<file path="src/rtl/rv32i_register_file.sv">
// RV32I integer register file: 31 x 32-bit registers (x0 reads zero), two async read ports, one write port.
// Latency: write lands on the rising edge, reads are combinational; no backpressure, every write is accepted.
// Optional write-through forwarding to both read ports when REGFILE_BYPASS_EN is defined.
module rv32i_register_file (
    input  logic        clk,
    input  logic        rst,
    input  logic [31:0] reg_write,
    input  logic        write,
    input  logic [4:0]  rd,
    input  logic [4:0]  rs1,
    input  logic [4:0]  rs2,
    output logic [31:0] reg1,
    output logic [31:0] reg2
);

    // x0 has no storage; the array starts at index 1.
    logic [31:0] regs [1:31];
    logic        wr_en;

    assign wr_en = write && (rd != 5'd0);

    always_ff @(posedge clk) begin
        if (rst) begin
            for (int i = 1; i < 32; i++) begin
                regs[i] <= 32'd0;
            end
        end else if (wr_en) begin
            regs[rd] <= reg_write;
        end
    end

    logic [31:0] arr1;
    logic [31:0] arr2;

    always_comb begin
        arr1 = 32'd0;
        arr2 = 32'd0;
        if (rs1 != 5'd0) arr1 = regs[rs1];
        if (rs2 != 5'd0) arr2 = regs[rs2];
    end

`ifdef REGFILE_BYPASS_EN
    // A write in flight wins over the stale array contents, except while reset is clearing.
    logic fwd1;
    logic fwd2;

    assign fwd1 = wr_en && !rst && (rd == rs1);
    assign fwd2 = wr_en && !rst && (rd == rs2);

    assign reg1 = fwd1 ? reg_write : arr1;
    assign reg2 = fwd2 ? reg_write : arr2;
`else
    assign reg1 = arr1;
    assign reg2 = arr2;
`endif

endmodule

</file>
<file path="config.mk">
export PLATFORM = sky130hd
export DESIGN_NAME = rv32i_register_file
export DESIGN_NICKNAME = d
export VERILOG_FILES = /design/src/rtl/rv32i_register_file.sv
export SDC_FILE = /design/constraint.sdc
export NUM_CORES = 2
export LEC_CHECK = 0
export BUFFER_PORTS_ARGS = -buffer_cell sky130_fd_sc_hd__buf_4
export CAP_MARGIN = 10
export CORE_ASPECT_RATIO = 2
export CORE_MARGIN = 5
export CORE_UTILIZATION = 45
export DETAILED_ROUTE_END_ITERATION = 8
export GPL_TIMING_DRIVEN = 1
export SETUP_SLACK_MARGIN = 0.5
export SLEW_MARGIN = 20
export SYNTH_ARGS = -nofsm -noshare
export SYNTH_HDL_FRONTEND = slang
export SYNTH_SLANG_ARGS = --single-unit
</file>
<file path="constraint.sdc">
create_clock -name clk -period 2.64 [get_ports clk]
set_clock_uncertainty 0.15 [all_clocks]
set_input_delay 0.264 -clock clk [delete_from_list [all_inputs] [get_ports clk]]
set_output_delay 0.264 -clock clk [all_outputs]
set_load 0.02 [all_outputs]
</file>
==> results.txt <==
Outcome: complete, but fails checks
Failing checks: setup timing
Slowest CP cell: mux4_2
Final #Nets: 3758
Most Frequent Cell on Critical Path: mux4_2
FF+latch count, synth: 1024
Cell count along the critical path: 5
DR iter-0 viols: 4247
CTS root buf: clkbuf_16
Fin area: 65100 sq um
Worst slew pin tran: 0.921 ns
Regs by FF count: regs (1024)
Pre-antenna DRT Iters: 8
DR vias: 34928
Beginning of the critical path: regs[29][12]
Clock transition at path regs: 0.07 ns
Worst hold path type: input port to flip-flop
Die Y: 501 microns
Hold Fails Final Rpt: 0
Gpl congestion: 0.866
Post-route ant nets: 0
WP data required: 2.23 ns
Setup_tns: -17.64 ns
CTS buffer count: 91
CP Class: flip-flop to output pin
Placed inst area: 60800 sq um
Pwr/cell area: 598 nW/um^2
Synth Area in Simple Gates: 13.3%
Number of flip-flops in the largest register: 1024
Placed insts: 5108
Total Wirelength: 191000 microns
Max_cap viols: 0
IO Port Bufs: 113
Worst path buffer plus inverter count: 1
# IOs: 114
Slew margin rel.: 38.4%
First-pass GRT wire length: 270000 microns
Setup crit end kind: output pin
Syn. warnings: 0
Pwr Total: 38.9 mW
Via density: 6.55
Most frequent cells in the layout: 1024 x edfxtp_1, 994 x and2_1, 472 x mux4_2
Syn Area/Cell: 15.5 sq um
Crit path arrival time: 2.63 ns
CTS tree: built
Post-synthesis cell area: 54200 sq um
DIE AREA: 128000 sq um
Fmax: 0.329 GHz
Tmin final: 3.04 ns
Share of the yosys chip area belonging to registers: 56.7%
Slew Viols, Final: 0
Number of global-route vias before repair: 37529
Largest delay share family, worst path: multiplexers
Largest net degree at the start of global routing: 40
Max Root-Sink Buffers: 3
HPWL Detailed: 125000 microns
Layout Cells excl Fill: 5329
Initial antenna violation count: 5
P_leak: 22.5 nW
Most common cell after layout, fill and taps aside: edfxtp_1
Multiplexer area fraction after synthesis: 23.0%
Rows: 180
Core area: 120000 sq um
Cells after synthesis: 3500
Crit-path cells: mux4_2, mux4_2, o22ai_4, nor3_4, buf_6
Synth Area in XOR/XNOR: 0%
Synth Area in Compound Gates: 3.65%
Worst setup margin: -0.403 ns
CTS sink cnt: 1024
Yosys cell types: 43
H-Tree Depth: 3
Worst Setup EP: reg2[12]
Global route overflow: 0
Die width: 255 microns
Maximum vdd drop: 0.535 mV
RSZ-0062 raised after global routing: true
Worst-path maximum fanout: 2
# fillers: 9530
CP peak stage delay: 0.62 ns
Largest family of logic cells by synthesized area: multiplexers
Post-synthesis adder-cell area fraction: 0%
Fraction of layout cells with a size suffix above 1: 35.7%
Largest Register: regs
Critical Path Start Type: flip-flop
Gr usage total: 29.5%
Final setup fails: 64
Area growth syn-to-layout: 20.1%
Wire per inst: 35.9 microns
Tcrit/Tclk final: 115%
Initial Utilization: 45.2%
DRC Markers: 0
## power breakdown
group          switching (mW)  leakage (nW)  internal [mW]
clock network            6.17          1.40           7.35
logic                    3.31          11.3           2.82
registers               0.508          9.75           18.8
## how the worst min path moves through the flow
stage | from | end | slack [ns] | cells past startpoint
after floorplan | reg_write[0] | regs[0][0] | 0.21 | 0
after global placement | reg_write[6] | regs[0][6] | 0.52 | 1
after detailed placement | reg_write[6] | regs[0][6] | 0.53 | 1
final | rst | regs[11][12] | 0.21 | 2
after CTS | rst | regs[11][15] | 0.14 | 2
after global routing | rst | regs[11][12] | 0.19 | 2
## cells by family (layout without fill, tap and decap cells)
| logic type | count (synthesis) | count (layout) |
|---|---|---|
| AOI/OAI and AO/OA | 259 | 259 |
| buffers and inverters | 386 | 634 |
| DFF | 1024 | 1024 |
| muxes | 652 | 652 |
| other | 1 | 35 |
| and+or+nand+nor | 1178 | 1178 |
## routing by layer
metal | vias to the layer above | part of all wire, % | global-route usage (%) | wire [microns]
met1 | 18239 | 34 | 34.3 | 65400
li1 | 13992 | - | - | -
met3 | 637 | 7.6 | 4.45 | 14500
met2 | 2058 | 52 | 52.6 | 99100
met5 | - | 0.0068 | 0 | 13
met4 | 2 | 6.4 | 15.7 | 12300
## synth_stat cells (all sizes together)
master	count	area, sq um
edfxtp	1024	30700
and2	995	6220
mux4	472	10600
clkbuf	264	991
mux2i	150	1500
buf	120	796
o22ai	103	644
a2111oi	55	533
nor3	54	270
a22o	51	447
nor2	36	135
or2	33	206
mux2	30	338
a22oi	16	120
nor2b	14	87.6
a21oi	12	60.1
nand2	8	30.0
a211oi	7	52.6
nand2b	6	37.5
nor4	6	37.5
nand3	5	25.0
nand3b	5	37.5
a221oi	4	35.0
a32o	4	40.0
o21ai	4	20.0
or3b	4	35.0
and3	3	18.8
nor4b	3	32.5
a221o	2	20.0
inv	2	7.51
or3	2	12.5
and4b	1	10.0
conb	1	3.75
nand4b	1	8.76
nand4bb	1	11.3
nor3b	1	7.51
o221ai	1	8.76
## per-stage QoR
stage | utilization (%) | hold WS [ns] | setup slack [ns]
floorplan | - | 0.213 | 0.382
global placement | 50.7 | 0.524 | -0.304
detailed placement | 50.7 | 0.534 | -0.317
CTS | 54.1 | 0.140 | -0.430
global route | 54.3 | 0.193 | -0.465
finish | 54.3 | 0.208 | -0.403
## cell type report
class                   count  area [sq um]  share of cell area, %
repair buffers            468          5160                   7.93
flip-flops and latches   1024         30700                   47.2
diodes                      3          7.51                 0.0115
inverters                   2          7.51                 0.0115
multi-input cells        2121         24400                   37.4
clock buffers             116          2460                   3.77
well taps                1547          1940                   2.97
clock inverters            48           437                  0.670
## repair_timing
item | in CTS | in global routing
resized for setup | 128 | 25
hold buffers | 32 | 0
pin swaps | 112 | 18
hold endpoints to repair | 1024 | 0
setup buffers | 13 | 9
setup endpoints to repair | 64 | 64
Note: power is estimated with default switching activity, not from simulation.
